===== src/rtl/bit8_adder_sync_pkg.sv =====
// Common datapath package for the registered ripple-carry adder.
// Holds the default operand width so that instantiating blocks can share it.
package bit8_adder_sync_pkg;

  localparam int ADDER_WIDTH = 8;

endpackage : bit8_adder_sync_pkg


===== src/rtl/bit8_adder_sync_full_adder.sv =====
// One-bit full adder cell, purely combinational.
// Ports:
//   a, b : operand bits
//   ci   : carry in
//   s    : sum bit      (a ^ b ^ ci)
//   co   : carry out    (majority of a, b, ci)
module full_adder (
  input  logic a,
  input  logic b,
  input  logic ci,
  output logic s,
  output logic co
);

  assign s  = a ^ b ^ ci;
  assign co = (a & b) | (a & ci) | (b & ci);

endmodule : full_adder


===== src/rtl/bit8_adder_sync.sv =====
// Registered WIDTH-bit ripple-carry adder with carry-in.
// Computes a + b + cin as unsigned values; the result is WIDTH+1 bits wide,
// so it can never overflow. One cycle of latency, no enable.
// Ports:
//   clk  : rising-edge clock
//   rst  : synchronous, active-high reset (clears sum and cout)
//   a, b : WIDTH-bit unsigned operands
//   cin  : carry-in, weight 2^0
//   sum  : registered a + b + cin, bit WIDTH is the final carry
//   cout : registered final carry, always equal to sum[WIDTH]
module bit8_adder_sync
  import bit8_adder_sync_pkg::*;
#(
  parameter int WIDTH = ADDER_WIDTH
) (
  input  logic             clk,
  input  logic             rst,
  input  logic [WIDTH-1:0] a,
  input  logic [WIDTH-1:0] b,
  input  logic             cin,
  output logic [WIDTH:0]   sum,
  output logic             cout
);

  if (WIDTH < 1 || WIDTH > 64) begin : g_width_chk
    $error("bit8_adder_sync: WIDTH must be in 1..64");
  end

  logic [WIDTH:0]   carry;
  logic [WIDTH-1:0] s_bits;

  assign carry[0] = cin;

  for (genvar i = 0; i < WIDTH; i++) begin : g_chain
    full_adder u_fa (
      .a  (a[i]),
      .b  (b[i]),
      .ci (carry[i]),
      .s  (s_bits[i]),
      .co (carry[i+1])
    );
  end

  // ---- stage p0: result register ----
  logic [WIDTH:0] sum_p0;
  logic           cout_p0;

  always_ff @(posedge clk) begin
    if (rst) begin
      sum_p0  <= '0;
      cout_p0 <= 1'b0;
    end else begin
      sum_p0  <= {carry[WIDTH], s_bits};
      cout_p0 <= carry[WIDTH];
    end
  end

  assign sum  = sum_p0;
  assign cout = cout_p0;

endmodule : bit8_adder_sync


===== config.mk =====
export PLATFORM = sky130hd
export DESIGN_NAME = bit8_adder_sync
export DESIGN_NICKNAME = d
export VERILOG_FILES = /design/src/rtl/bit8_adder_sync_pkg.sv /design/src/rtl/bit8_adder_sync_full_adder.sv /design/src/rtl/bit8_adder_sync.sv
export SDC_FILE = /design/constraint.sdc
export NUM_CORES = 1
export LEC_CHECK = 0
export BUFFER_PORTS_ARGS = -buffer_cell sky130_fd_sc_hd__buf_2
export CORE_AREA = 2 2 39 41
export CTS_BUF_LIST = sky130_fd_sc_hd__clkbuf_4
export DETAILED_ROUTE_END_ITERATION = 16
export DIE_AREA = 0 0 41 43
export PLACE_DENSITY = 0.69
export SYNTH_ARGS = -nofsm -noshare
export SYNTH_HDL_FRONTEND = slang
export SYNTH_SLANG_ARGS = --single-unit

===== constraint.sdc =====
create_clock -name clk -period 4.2 [get_ports clk]
set_input_delay 0 -clock clk [delete_from_list [all_inputs] [get_ports clk]]
set_output_delay 0 -clock clk [all_outputs]
set_load 0.02 [all_outputs]

==> impl.org, run 1 <==
** Floorplan
- The die covers 0.00176 mm2.
- The region available for standard cell placement spans 0.00138 mm2.
- For this design the top-level I/O count stands at 29.
- Die X-Extent :: 41 um
- Initial standard-cell utilization of the core :: 30.6%
- Rows :: 14
- Overall die height :: 43 um

** GRT
- The first global-routing pass estimated 1190 um of wire.
- The number of antenna violations at the first check in global routing was 0.
- Pin count of the biggest net entering global routing :: 10
- Via count of the first global-routing pass :: 317
- Summed over all layers, the global routing overflow is 0.
- Global routing used 10.4% of the available tracks across all layers.

** Clock network
- In this run the clock root is driven by a clkbuf_4.
- Clock transition at the registers of the reported paths :: 0.06 ns
- The clock drives 9 sinks.
- The clock passes through at most 2 buffers.
- Number of hold-repair buffers added at the cts stage :: 0
- Number of cells upsized or downsized after cts :: 0
- CTS built an H-tree with a depth of 1.
- TritonCTS built the clock tree.
- Number of setup buffers added after CTS :: 0
- Number of buffers created by CTS :: 3

** Pwr
- Largest vdd supply drop :: 90.7 uV
- Clk pwr share :: 30.8%
- For this design the static power due to leakage is 0.000327 uW.
- Net switching is 27.3% of the power.
- Registers are responsible for 43.4% of the overall power.
- Ratio of total power to cell area :: 373 mW/mm2
- P_int :: 164 uW
- Net load switching power :: 61.6 uW
- Part of the power in combinational logic :: 25.8%

** STA
- Transition time of the tightest slew-check pin :: 0.148 ns
- Summed over all failing endpoints, the final setup total negative slack is 0 ns.
- Part of the cycle the worst path needs :: 73.1%
- Max-slew violation count :: 0
- After layout, the minimum clock period comes to 3.07 ns.
- Finish-stage setup viols :: 0
- In this run the tightest slew margin relative to its limit is 90.1%.
- Timing would allow up to 326 MHz.
- Unrepaired setup endpoints after global routing :: no
- Number of failing hold endpoints at the final stage :: 0

** Route
- The count of nets left with antenna violations once routing finished came out at 0.
- For this block, the initial DRC count from the detailed router was 1.
- The routed design has 753 um of wire.
- DRT Pass-1 Iters :: 2
- In the final routed layout, each cell accounts on average for 9.30 um.
- Number of remaining DRC errors :: 0
- Dividing the detail-routed via count by the number of cells gives 3.86.
- Routed via count :: 313

** Setup path
- Of all nets on the critical path, the largest fanout is 1.
- STA classifies the critical path endpoint as a flip-flop.
- STA puts the critical path data arrival time at 3.26 ns.
- The critical path is of the in2reg type.
- Critical path launch point type :: input port
- Cell with the most instances on the worst path :: fa_1
- Critical-path cell list :: buf_2 -> inv_1 -> fa_1 -> inv_1 -> fa_1 -> fa_1 -> fa_1 -> fa_1 -> fa_1 -> fa_1 -> inv_1 -> fa_1 -> nor2_1
- At the worst endpoint, the required time is 4.39 ns.
- Critical path's slowest cell :: fa_1
- For this run, the slowest stage of the critical path takes 0.40 ns.

** Cells and area
- After the last flow step, the layout net total stands at 93.
- Total inserted antenna cells :: 0
- Fraction of final layout cells with drive strength greater than 1 :: 49.2%
- P&R area growth vs syn :: 43.2%
- The register with the most flip-flops in the layout has 9 of them.
- Measured on the finished design, the core utilization comes to 43.8%.

** Synthesis
- Largest cells by area after synthesis :: dfxtp_1 (43%), fa_1 (38%), nor2b_1 (8.9%), inv_1 (6.2%), nor2_1 (2.7%)
- After synthesis, the netlist uses 6 different library cells.
- Seq/Total Area, Yosys :: 42.6%
- Summing every instance area after synthesis gives 423 um2.
- Post-synth top area share :: 42.6%
- Gate count after technology mapping :: 34
- Post-Syn Area per Cell :: 12.4 um2
- Flip-flop and latch count after synthesis :: 9
- Cell type with the largest total area after synthesis :: dfxtp_1
- The number of nets in the synthesized netlist is 61.
- Yosys printed 0 warnings.

** Place
- Port Buffers :: 28
- Final HPWL from detailed placement :: 688 um
- Placer Congestion :: 0.608

** Flow run
- Max-cap violations :: 0

** Min path
- Tightest Hold Check Type :: in2reg

** Run status
- Outcome :: complete, no violations
-- kinds of logic after synthesis --
group / after synthesis / synth area share (%)
adder cells (fa/ha/maj): 8 / 37.9
AND/OR/NAND/NOR: 9 / 11.5
flip-flops: 9 / 42.6
buffers and inverters: 8 / 7.99
-- Yosys cell counts --
cell and instances:
dfxtp_1 9, fa_1 8, inv_1 7, nor2b_1 6, nor2_1 3, buf_4 1
-- power by group through the flow --
stage	Clock [uW]	Combinational (uW)	Sequential [uW]
floorplan	0	20.5	114
global placement	0	57.8	99.7
detailed placement	0	59.2	100
CTS	71.9	59.3	98.3
global route	77.9	66.9	99.6
finish	69.5	58.3	98.1
-- cell type report --
type                       count  area (um2)
timing repair buffer          28         140
tap                           16        20.0
fill                         143         778
clock buffer                   4        30.0
inverter                       7        26.3
sequential                     9         180
multi-input combinational     17         209
-- metrics by stage --
stage	total power (uW)	cell area, um2	cells	setup slack, ns	hold WS, ns
4_1_cts	230	606	81	1.13	0.00521
3_5_place_dp	159	576	77	0.865	0.276
2_1_floorplan	135	423	34	1.10	0.0667
3_3_place_gp	157	576	77	0.913	0.271
6_report	226	606	81	1.13	0.00704
5_1_grt	244	606	81	0.995	0.00874
-- cells in the final DEF (no fill, tap or decap) --
| cell type | count |
|---|---|
| inv_1 | 7 |
| fa_1 | 8 |
| clkbuf_4 | 4 |
| nor2_1 | 3 |
| dfxtp_1 | 9 |
| buf_2 | 28 |
| nor2b_1 | 6 |
-- critical path: cells and delay by family --
family        cells  cell delay [ns]
simple gates      1             0.08
buf+inv           4             0.29
fa+ha+maj         8             2.88
-- routing by layer --
layer	track usage [%]	vias up	share of wire [%]	wire length, um
li1	-	157	-	-
met1	9.70	142	33	248
met2	18.1	14	58	435
met3	3.14	0	9.0	68
met4	6.00	0	0	0
met5	0	-	0	0
-- path summary, 6_finish.rpt --
| path | depth (start not counted) | endpoint | from | slack, ns |
|---|---|---|---|---|
| min | 2 | sum[0] | rst | 0.007 |
| max | 13 | sum[7] | a[0] | 1.13 |
(Power assumes the default switching activity.)
==> run 2: changes to the inputs <==
Settings changed: PLACE_DENSITY 0.69 to 0.72.
Clock period 4.2 ns to 2.55 ns, I/O delays scaled along.
==> run 2 against run 1 <==
  * The run now ends with setup timing left
  * Total power rose by 68%
  * Hold slack improved by 0.012 ns
  * Critical path depth did not move
  * Worst setup slack got worse by 1.4 ns
  * Via count up 0.32%
  * Core utilization increased by 3.9 points
  * Sequential share of layout area shrank 2.4 points
  * Largest power group unchanged
  * Highest routed layer is now met4
==> impl.org, run 2 (synthesis gave the netlist of run 1 again) <==
** Route
- The vias after detailed routing was 314 (was 313).
- DRT Pass-1 Iters :: 1 (was 2)
- The detailed-route DRC error count came to 0 (unchanged).
- Wire length reported by the detailed router :: 691 um (was 753 um)
- The number of antenna-violating nets in the routed design came to 0 (unchanged).
- DRC violation total after the first TritonRoute iteration :: 0 (was 1)
- The detail-routed via count per cell is 3.88 (was 3.86).
- Average routed wire per standard cell :: 8.53 um (was 9.30 um)

** Clock network
- The CTS tree is yes (unchanged).
- H-tree level count :: 1 (unchanged)
- The clock slew at the register clock pins of the worst setup and hold paths came to 0.06 ns (about the same).
- The maximum count of clock buffers along a single path was 2 (unchanged).
- The buffer cell driving the clock tree root is clkbuf_4 (unchanged).
- Number of hold-repair buffers added at the cts stage :: 0 (unchanged)
- The total CTS buffers was 3 (unchanged).
- The number of setup buffers added after CTS was 0 (unchanged).
- Number of sinks handled by clock tree synthesis :: 9 (unchanged)

** STA
- Subtracting the final worst setup slack from the clock period gives 2.80 ns.
- The hold slack came to 0.0187 ns (was 0.00704 ns).
- After layout, the worst path uses 110% of the clock period.
- Aggregate negative setup slack :: -0.270 ns (was 0 ns)
- The total count of max-transition violations in the final report was 0 (unchanged).
- Max-Slew Margin vs Limit :: 90.0% (was 90.1%)
- The total of endpoints with negative setup slack in the final report came to 2 (was 0).
- Unrepaired setup endpoints after global routing :: yes (was no)
- Crit path setup slack, layout :: -0.253 ns (was 1.13 ns)
- The final hold violation count was 0 (unchanged).
- Timing would allow up to 357 MHz.
- Transition time of the tightest slew-check pin :: 0.151 ns (was 0.148 ns)

** Setup path
- Arrival time at the worst endpoint :: 2.99 ns (was 3.26 ns)
- The required time of the worst setup path was 2.73 ns (was 4.39 ns).
- The category of the worst setup path launch point is an input port (unchanged).
- Setup Crit Path Kind :: in2reg (unchanged)
- Peak fanout along the critical path :: 1 (unchanged)
- Kind of end point of the critical path :: flip-flop (unchanged)

** Floorplan
- Std-Cell Core Area :: 0.00138 mm2 (unchanged)
- Die X-Extent :: 41 um (unchanged)
- Overall die height :: 43 um (unchanged)
- The starting utilization of the core area came to 30.6% (unchanged).
- I/O pins :: 29 (unchanged)
- Rows :: 14 (unchanged)
- The die outline area was 0.00176 mm2 (unchanged).

** GRT
- Remaining global-route overflow :: 0 (unchanged)
- Via count of the first global-routing pass :: 321 (was 317)
- Pin count of the biggest net entering global routing :: 10 (unchanged)
- Tot GR Track Use :: 9.86% (was 10.4%)
- First-pass GRT wire length :: 1150 um (was 1190 um)
- The number of antenna violations at the first check in global routing is 0 (unchanged).

** Pwr
- Cell leakage power :: 0.000324 uW (was 0.000327 uW)
- The total power per unit cell area is 576 mW/mm2 (was 373 mW/mm2).
- The maximum vdd drop was 129 uV (was 90.7 uV).
- The final total power is 380 uW (was 226 uW).

** Cells and area
- Area of all placed cells without fillers :: 659 um2 (was 606 um2)
- The count of nets after finishing was 93 (unchanged).
- The area added between synthesis and finish was 55.9% (was 43.2%).
- The flip-flop count of the largest register after layout was 9 (unchanged).
- Fill cell count :: 129 (was 143)
- The leading cell type in the layout, fill and taps excluded is buf_2 (unchanged).
- The layout cell share with drive strength beyond 1 came to 69.2% (was 49.2%).
- Most frequent cells in the layout: buf_2 (26), dfxtp_1 (9), fa_2 (8), nor2b_1 (6), clkbuf_4 (4) (was buf_2 (28), dfxtp_1 (9), fa_1 (8), inv_1 (7), nor2b_1 (6)).
- The diode insertion count for antenna repair came to 0 (unchanged).

** Min path
- The number of cells on the worst hold path came to 2 (unchanged).
- The type of the tightest min-delay check is in2reg (unchanged).

** Place
- Port Buffers :: 28 (unchanged)
- Cell area after placement :: 611 um2 (was 576 um2)
- Placer Congestion :: 0.653 (was 0.608)

** Run status
- Violations in the final reports :: setup timing
- Outcome :: finished, violations left (was complete, no violations)

** Flow run
- Max-cap violations :: 0 (unchanged)
## run 2: metrics by stage
| stage | utilization, % | std cells | setup WS, ns |
|---|---|---|---|
| after CTS | 47.6 | 81 | -0.261 |
| after floorplan | - | 34 | -0.323 |
| after global placement | 44.1 | 77 | -0.548 |
| after detailed placement | 44.1 | 77 | -0.570 |
| final | 47.6 | 81 | -0.253 |
| after global routing | 47.6 | 81 | -0.367 |
## run 2: power breakdown
part / internal, uW / switching (uW)
Combinational: 49.0 / 58.2
Sequential: 158 / 3.12
Clock: 70.4 / 41.1
Total: 277 / 102
## run 2: repair_timing
action,in CTS,in global routing
resized for setup,6,0
setup endpoints to repair,3,3
pin swaps,2,1
endpoints found under the hold margin,0,0
## run 2: worst paths after layout
path	start	endpoint
max	a[0]	sum[7]
min	rst	sum[0]
## run 2: final cells by class
class / count / area (um2) / share of cell area, %
repair buffers: 28 / 156 / 23.7
multi-input cells: 17 / 229 / 34.7
well taps: 16 / 20.0 / 3.04
inverters: 7 / 43.8 / 6.64
flip-flops and latches: 9 / 180 / 27.3
clock buffers: 4 / 30.0 / 4.55
## run 2: per-layer routing
| metal | up-vias | share of wire (%) | GRT usage [%] |
|---|---|---|---|
| li1 | 157 | - | - |
| met1 | 143 | 32 | 9.36 |
| met2 | 12 | 56 | 16.9 |
| met3 | 2 | 9.6 | 3.14 |
| met4 | 0 | 1.7 | 6.00 |
| met5 | - | 0 | 0 |
## run 2: worst max-delay path, cell delays in order
cell	delay, ns
buf_8	0.11
inv_12	0.04
fa_2	0.18
inv_2	0.04
fa_2	0.33
fa_2	0.35
fa_2	0.35
fa_2	0.34
fa_2	0.34
fa_2	0.34
inv_2	0.06
fa_2	0.41
nor2_1	0.09
==> run 3: changes to the inputs <==
==> constraint.sdc (replaced) <==
create_clock -name clk -period 2.55 [get_ports clk]
set_input_delay 0.255 -clock clk [delete_from_list [all_inputs] [get_ports clk]]
set_output_delay 0.255 -clock clk [all_outputs]
set_load 0.02 [all_outputs]
==> run 3 against run 2 <==
  * The flow still finishes with violations (setup timing)
  * Clock power hardly changed
  * Largest power group unchanged
  * Critical path depth stayed put
  * Cell count stayed put
  * Combinational power hardly changed
  * Worst setup slack worse by 0.27 ns
  * Count of clock-buffer cells in the layout stayed put
  * Non-clock buffer count stayed put
  * Sequential power hardly changed
  * Maximum frequency is 8.7% lower
  * Critical endpoint unchanged
  * Critical path type unchanged
==> impl.org, run 3 (synthesis gave the netlist of run 1 again) <==
** Run status
- Outcome: finished, violations left (unchanged).
- Violations in the final reports :: setup timing (unchanged)

** Route
- Average routed wire per standard cell :: 9.63 um (was 8.53 um)
- Routed via count :: 316 (was 314)
- The detailed-router iteration count before antenna repair was 4 (was 1).
- The detailed-route DRC error count came to 0 (unchanged).
- Via-per-instance ratio :: 3.90 (was 3.88)
- The number of antenna-violating nets in the routed design was 0 (unchanged).
- The first-iteration detailed-routing DRC count was 2 (was 0).
- Wire length reported by the detailed router :: 780 um (was 691 um)

** Clock network
- Clock transition at the registers of the reported paths :: 0.06 ns (about the same)
- The CTS tree was yes (unchanged).
- Cell at the root of the clock tree :: clkbuf_4 (unchanged)
- The total clock sinks was 9 (unchanged).
- The number of setup buffers added after CTS was 0 (unchanged).
- Number of buffers created by CTS :: 3 (unchanged)
- The H-tree level count is 1 (unchanged).
- Clock Tree Buf Depth :: 2 (unchanged)

** STA
- Clock period minus worst slack :: 3.07 ns (was 2.80 ns)
- Unrepaired setup endpoints after global routing: yes (unchanged).
- The worst max-slew margin expressed relative to the limit is 89.2% (was 90.0%).
- The slew at the pin closest to its max-slew limit came to 0.162 ns (was 0.151 ns).
- The final hold violation count came to 0 (unchanged).
- Part of the cycle the worst path needs :: 120% (was 110%)
- WHS :: 0.275 ns (was 0.0187 ns)
- Crit path setup slack, layout :: -0.519 ns (was -0.253 ns)
- The maximum achievable frequency was 326 MHz (was 357 MHz).
- The total count of max-transition violations in the final report was 0 (unchanged).
- Finish-stage setup viols :: 3 (was 2)

** Place
- The final estimated routing congestion in global placement is 0.619 (was 0.653).
- The cell area after placement is 611 um2 (unchanged).
- Worst slack, placed :: -0.848 ns (was -0.570 ns)
- Port Buffers :: 28 (unchanged)

** Cells and area
- Fraction of final layout cells with drive strength greater than 1 :: 70.8% (was 69.2%)
- The count of fill cells added during filler insertion came to 128 (was 129).
- The sequential cell area was 180 um2 (unchanged).
- The summed area of non-filler cells in the final layout was 662 um2 (was 659 um2).
- Number of flip-flops under the largest register name :: 9 (unchanged)
- Area occupied by multi-input gates :: 231 um2 (was 229 um2)
- Most frequent cells in the layout: buf_2 (26), dfxtp_1 (9), fa_2 (8), nor2b_1 (6), clkbuf_4 (4) (unchanged).
- P&R area growth vs syn :: 56.5% (was 55.9%)
- The diode insertion count for antenna repair is 0 (unchanged).
- Leading cell type in the layout, fill and taps excluded :: buf_2 (unchanged)
- The count of nets after finishing came to 93 (unchanged).

** Pwr
- The total power per unit cell area was 580 mW/mm2 (was 576 mW/mm2).
- Largest vdd supply drop :: 157 uV (was 129 uV)
- The leakage power summed over all cells was 0.000323 uW (was 0.000324 uW).

** Min path
- Worst min-delay path endpoint :: sum[0] (unchanged)
- Hold depth :: 2 (unchanged)
- Tightest Hold Check Type :: in2reg (unchanged)
- The startpoint of the most critical hold path is rst (unchanged).

** Floorplan
- Rows :: 14 (unchanged)
- Die area :: 0.00176 mm2 (unchanged)
- Die X-Extent :: 41 um (unchanged)
- Overall die height :: 43 um (unchanged)
- The starting utilization of the core area was 30.6% (unchanged).
- Std-Cell Core Area :: 0.00138 mm2 (unchanged)
- I/O pins :: 29 (unchanged)

** Setup path
- Req. time, crit path :: 2.74 ns (was 2.73 ns)
- The category of the worst setup path launch point is an input port (unchanged).
- Critical-path cell list: buf_8 -> inv_12 -> fa_2 -> inv_2 -> fa_2 -> fa_2 -> fa_2 -> fa_2 -> fa_2 -> fa_2 -> inv_2 -> fa_2 -> nor2_1 (unchanged).
- The critical-path cell with the highest stage delay is fa_2 (unchanged).
- Crit-path max cell delay :: 0.42 ns (was 0.41 ns)
- The maximum fanout along the worst path was 1 (unchanged).
- Cell with the most instances on the worst path :: fa_2 (unchanged)
- Arrival time at the worst endpoint :: 3.26 ns (was 2.99 ns)
- The type of the setup path with the least slack is in2reg (unchanged).
- The endpoint class of the critical path was a flip-flop (unchanged).

** GRT
- The global-route wire length before repair is 1250 um (was 1150 um).
- The remaining global-route overflow came to 0 (unchanged).
- Pin count of the biggest net entering global routing :: 10 (unchanged)
- The number of antenna violations at the first check in global routing came to 0 (unchanged).
- The aggregate global-route resource usage is 10.8% (was 9.86%).
- Via count of the first global-routing pass :: 330 (was 321)

** Flow run
- The count of maximum capacitance violations is 0 (unchanged).
-- run 3: cell counts in the layout (fill, tap and decap cells not counted) --
Identical to the previous run, type by type.
-- run 3: worst max-delay path by stage --
stage                     from  endpoint  slack [ns]  cells after the start
after floorplan           a[0]    sum[7]       -0.58                     12
after detailed placement  a[0]    sum[7]       -0.85                     13
after global placement    a[0]    sum[7]       -0.80                     13
final                     a[0]    sum[7]       -0.52                     13
after CTS                 a[0]    sum[7]       -0.53                     13
after global routing      a[0]    sum[7]       -0.59                     13
-- run 3: metal layers --
metal	part of all wire [%]	vias to the layer above	GRT usage, %
met3	8.3	2	4.71
met4	0.90	0	6.00
met1	33	143	8.39
met5	0	-	0
met2	58	15	19.7
li1	-	156	-
-- run 3: timing repair --
action | in CTS | in global routing
setup endpoints to repair | 3 | 3
resized for setup | 6 | 1
hold buffers | 0 | 0
pin swaps | 2 | 1
cloned | 0 | 0
-- run 3: final cells by class --
type / count / share of cell area [%]
timing repair buffer: 28 / 23.6
sequential: 9 / 27.2
tap: 16 / 3.02
inverter: 7 / 6.62
clock buffer: 4 / 4.54
multi-input combinational: 17 / 35.0
-- run 3: power by group --
group          internal [uW]  total (uW)  switching (uW)
combinational           49.5         109            59.5
clock                   70.5         114            43.2
sequential               158         161            3.36
-- run 3: worst max-delay path, delay by kind of cell --
kind,cells,cell delay (ns)
buffers and inverters,4,0.25
AND/OR/NAND/NOR,1,0.09
adder cells (fa/ha/maj),8,2.66
-- run 3: per-stage QoR --
stage               TNS, ns  instances  power (uW)  util, %
floorplan             -1.25         34         227        -
global placement      -2.17         77         268     44.1
detailed placement    -2.26         77         271     44.1
CTS                   -1.05         81         390     47.6
global route          -1.25         81         416     47.8
finish                -1.03         81         384     47.8
